==> src/rtl/gray_count_sequencer.sv <==
// Command-driven binary/Gray counter: LOAD or RUN_UP/RUN_DOWN for N steps over valid/ready.
// Steps land one per cycle after accept; cmd_ready is low from accept until the FSM returns to IDLE.
module gray_count_sequencer #(
   parameter int WIDTH = 4
) (
   input  logic             clk,
   input  logic             reset,
   input  logic             cmd_valid,
   output logic             cmd_ready,
   input  logic [1:0]       cmd_op,
   input  logic [WIDTH-1:0] cmd_val,
   input  logic             abort,
   output logic [WIDTH-1:0] bin,
   output logic [WIDTH-1:0] gray,
   output logic             c_out,
   output logic             busy,
   output logic             done
);

   localparam logic [1:0] OP_LOAD     = 2'b00;
   localparam logic [1:0] OP_RUN_UP   = 2'b01;
   localparam logic [1:0] OP_RUN_DOWN = 2'b10;
   localparam logic [WIDTH-1:0] ONE   = {{(WIDTH-1){1'b0}}, 1'b1};

   typedef enum logic [1:0] {
      IDLE = 2'b00,
      RUN  = 2'b01,
      DONE = 2'b10
   } state_t;

   state_t           state, state_next;
   logic [WIDTH-1:0] remaining, remaining_next;
   logic [WIDTH-1:0] bin_next;
   logic             down, down_next;
   logic             c_next;
   logic             accept;

   assign cmd_ready = (state == IDLE) && !reset;
   assign accept    = cmd_valid && cmd_ready;
   assign gray      = bin ^ (bin >> 1);
   assign busy      = (state == RUN);
   assign done      = (state == DONE);

   always_ff @(posedge clk) begin
      if (reset) begin
         state     <= IDLE;
         bin       <= '0;
         remaining <= '0;
         down      <= 1'b0;
         c_out     <= 1'b0;
      end else begin
         state     <= state_next;
         bin       <= bin_next;
         remaining <= remaining_next;
         down      <= down_next;
         c_out     <= c_next;
      end
   end

   always_comb begin
      state_next     = state;
      bin_next       = bin;
      remaining_next = remaining;
      down_next      = down;
      c_next         = 1'b0;
      case (state)
         IDLE: begin
            if (accept) begin
               state_next = DONE;
               case (cmd_op)
                  OP_LOAD: bin_next = cmd_val;
                  OP_RUN_UP, OP_RUN_DOWN: begin
                     if (cmd_val != '0) begin
                        remaining_next = cmd_val;
                        down_next      = (cmd_op == OP_RUN_DOWN);
                        state_next     = RUN;
                     end
                  end
                  default: ;
               endcase
            end
         end
         RUN: begin
            // Abort wins over the final step: no bin update on the abort edge.
            if (abort) begin
               remaining_next = '0;
               state_next     = DONE;
            end else begin
               if (down) begin
                  bin_next = bin - ONE;
                  c_next   = (bin == '0);
               end else begin
                  bin_next = bin + ONE;
                  c_next   = (bin == '1);
               end
               remaining_next = remaining - ONE;
               if (remaining == ONE) state_next = DONE;
            end
         end
         DONE:    state_next = IDLE;
         default: state_next = IDLE;
      endcase
   end

endmodule

==> config.mk <==
export PLATFORM = sky130hd
export DESIGN_NAME = gray_count_sequencer
export DESIGN_NICKNAME = d
export VERILOG_FILES = /design/src/rtl/gray_count_sequencer.sv
export SDC_FILE = /design/constraint.sdc
export NUM_CORES = 1
export LEC_CHECK = 0
export ABC_AREA = 1
export BUFFER_PORTS_ARGS = -buffer_cell sky130_fd_sc_hd__buf_2
export CAP_MARGIN = 0
export CORE_UTILIZATION = 50
export DETAILED_ROUTE_END_ITERATION = 12
export PLACE_DENSITY_LB_ADDON = 0.3
export SLEW_MARGIN = 20
export SYNTH_ARGS = -nofsm -noshare
export SYNTH_HDL_FRONTEND = slang
export SYNTH_SLANG_ARGS = --single-unit
==> constraint.sdc <==
create_clock -name clk -period 1.43 [get_ports clk]
set_input_delay 0.0715 -clock clk [delete_from_list [all_inputs] [get_ports clk]]
set_output_delay 0.0715 -clock clk [all_outputs]
set_load 0.01 [all_outputs]
==> flow_summary.yaml <==
worst_setup_path:
  r2r_slack_ns: 0.11
  critPathLaunch: "bin[0]$_SDFFE_PP0P_"
  criticalPathCategory: "flop to flop"
  critPathLaunchType: "flop"
  critPathArrivalTime_ns: 1.49
  end_kind: "flop"
  r2r_end: "bin[1]$_SDFFE_PP0P_"
  r2r-start: "bin[0]$_SDFFE_PP0P_"
  reg2regPathDepth: 5
  crit_end: "bin[1]$_SDFFE_PP0P_"
  worstPathRequired_ns: 1.60
  worstPathMaxFanout: 3
synthesis:
  synth_most_common_cell: "nand2_1"
  avgSynthCellArea_um2: 6.36
  ys_top_cells_by_area: "dfxtp_1 26%, nand2_1 16%, ha_1 14%"
  synth_top_cell_area_share: 0.264
  synth.top_cells.by_count: "39 x nand2_1, 26 x nor2_1, 19 x inv_1"
  ys_warn_count: 0
  synthFlopType: "dfxtp_1"
  ys_seq_elements: 12
  ys_types: 23
  syn_nets: 164
  ys_seq_area_frac: 0.264
  synth_top_area_cell: "dfxtp_1"
  syn-cell-area_um2: 910
  synth-edff-count: 0
  syn_inst: 143
  async_flop_share: 0
pwr:
  cellPowerDensity_nw_per_um2: 927
  peakVddDrop_v: 0.000536
  p_leak_nw: 0.639
cts:
  clkTransAtPathRegs_ns: 0.09
  clockBufferDepth: 2
  cts_buffers: 3
  hold_buffers: 0
  insertion_delay_ns: 0.27
  cts_sinks: 12
  cts_htree_levels: 1
  cts_root_buf: "clkbuf_4"
  cts_tree: "done"
timing:
  clock_skew_ns: 0.00571
  finalCritPeriodShare: 0.920
  fin_ws_ns: 0.115
  rsz0062_at_grt: "false"
  finalHoldViolations: 0
  post-route-min-period_ns: 1.32
  tightest_slew_ns: 0.269
  relSlewSlack: 0.819
  max_clock_freq_mhz: 760
  setup_viol: 0
  drv_slew: 0
  fin_setup_tns_ns: 0
layout:
  fin_nets: 193
  fin_cells: 196
  syn2layout_area_growth_pct: 22.0
  drive_above_1_share: 0.234
  antennaDiodeCount: 0
job:
  drv_cap: 0
global_routing:
  grt_pass1_vias: 833
  grt_antenna_before_repair: 0
  grt_usage: 0.238
  grt_pass1_wl_um: 3460
  grt_overflow: 0
  grt_max_degree: 11
detailed_routing:
  via_per_inst: 4.97
  dr.pass1.iters: 4
  drt_first_iter_violations: 27
  postRouteAntennaNets: 0
  routed_wl_um: 2170
  drc: 0
  vias: 974
  post_drt_wl_per_cell_um: 11.0
floorplanning:
  io_pins: 22
  die_x_um: 44.7
  initial_utilization: 0.533
  die_area_um2: 1990
  die_h_um: 44.7
  coreArea_um2: 1710
  std_cell_rows: 15
placement:
  preCtsSetupSlack_ns: 0.131
  io_buffer_count: 21
  dp_hpwl_um: 1740
  placed_cells: 192
  place_congestion: 0.818
hold_path:
  whs_path_depth: 2
  min_path_type: "input port to flop"
run_status:
  outcome: "finished clean"
logic make-up after synthesis:
| family | Yosys count | share of synthesized area |
|---|---|---|
| DFF | 12 | 0.264 |
| AOI/OAI and AO/OA | 14 | 0.0812 |
| buffers and inverters | 23 | 0.0990 |
| and+or+nand+nor | 80 | 0.367 |
| adders and majority gates | 11 | 0.160 |
| xor gates and xnor gates | 3 | 0.0289 |
registers in the layout, indices dropped and copies added, names as in the netlist:
register and cells:
bin 4, remaining 4, state 2, c_out 1, down 1
worst min path at each step:
stage	startpoint	endpoint	slack, ns
global route	reset	state[0]$_SDFFE_PP0P_	0.04
global placement	reset	state[0]$_SDFFE_PP0P_	0.34
finish	reset	state[0]$_SDFFE_PP0P_	0.06
CTS	reset	state[0]$_SDFFE_PP0P_	0.05
floorplan	reset	state[0]$_SDFFE_PP0P_	0.14
detailed placement	reset	state[0]$_SDFFE_PP0P_	0.34
final cells by class:
type	instances	area (µm²)
inverter	21	78.8
sequential	12	241
timing repair buffer	26	143
clock buffer	4	36.3
tap	25	31.3
fill	169	598
multi-input combinational	108	579
metrics by stage:
step           area [µm²]   util  hold WS, ns  power (W)
2_1_floorplan         910      -        0.144   0.000639
3_3_place_gp         1070  0.628        0.339   0.000739
3_5_place_dp         1070  0.628        0.341   0.000753
4_1_cts              1110  0.649       0.0543    0.00102
5_1_grt              1110  0.650       0.0430    0.00110
6_report             1110  0.650       0.0596    0.00103
report_power, final:
group,switching [W],leakage (nW),internal (W)
logic,0.000217,0.520,0.000142
registers,0.0000255,0.0985,0.000366
clock network,0.000123,0.0210,0.000155
total,0.000366,0.639,0.000663
cells in the final DEF, fill, tap and decap left out:
| master | netlist | routed |
|---|---|---|
| nand2_1 | 39 | 39 |
| nor2_1 | 26 | 26 |
| buf_2 | 0 | 21 |
| inv_1 | 19 | 19 |
| dfxtp_1 | 12 | 11 |
| ha_1 | 10 | 10 |
| a21oi_1 | 6 | 6 |
| nand3_1 | 6 | 6 |
| buf_4 | 1 | 5 |
| o21ai_0 | 5 | 4 |
| o21ai_1 | 2 | 3 |
| clkbuf_4 | 0 | 3 |
| inv_2 | 2 | 2 |
| nor2_2 | 2 | 2 |
| xor2_1 | 2 | 2 |
| nand2_2 | 2 | 2 |
| o21ai_2 | 1 | 1 |
| nand3b_1 | 1 | 1 |
| nand3_2 | 1 | 1 |
| xnor2_1 | 1 | 1 |
| or2_2 | 1 | 1 |
| nor4_1 | 1 | 1 |
| nor3_1 | 1 | 1 |
| fa_1 | 1 | 1 |
| clkbuf_8 | 0 | 1 |
| dfxtp_2 | 0 | 1 |
metal layers:
layer  part of all wire  vias to the layer above  track usage
li1                   -                      496            -
met1               0.48                      446        0.312
met2               0.46                       28        0.397
met3              0.048                        4       0.0408
met4              0.010                        0       0.0727
met5                  0                        -            0
critical path, stage by stage (launching register included):
cell and delay [ns]:
dfxtp_1 0.34, inv_1 0.08, fa_1 0.53, o21ai_0 0.10
nor2_1 0.11, nor2_1 0.05
repair_timing:
action / in CTS / in global routing
gates resized for setup: 0 / 2
setup buffers: 0 / 0
setup endpoints to repair: 0 / 2
(Power assumes the default switching activity.)
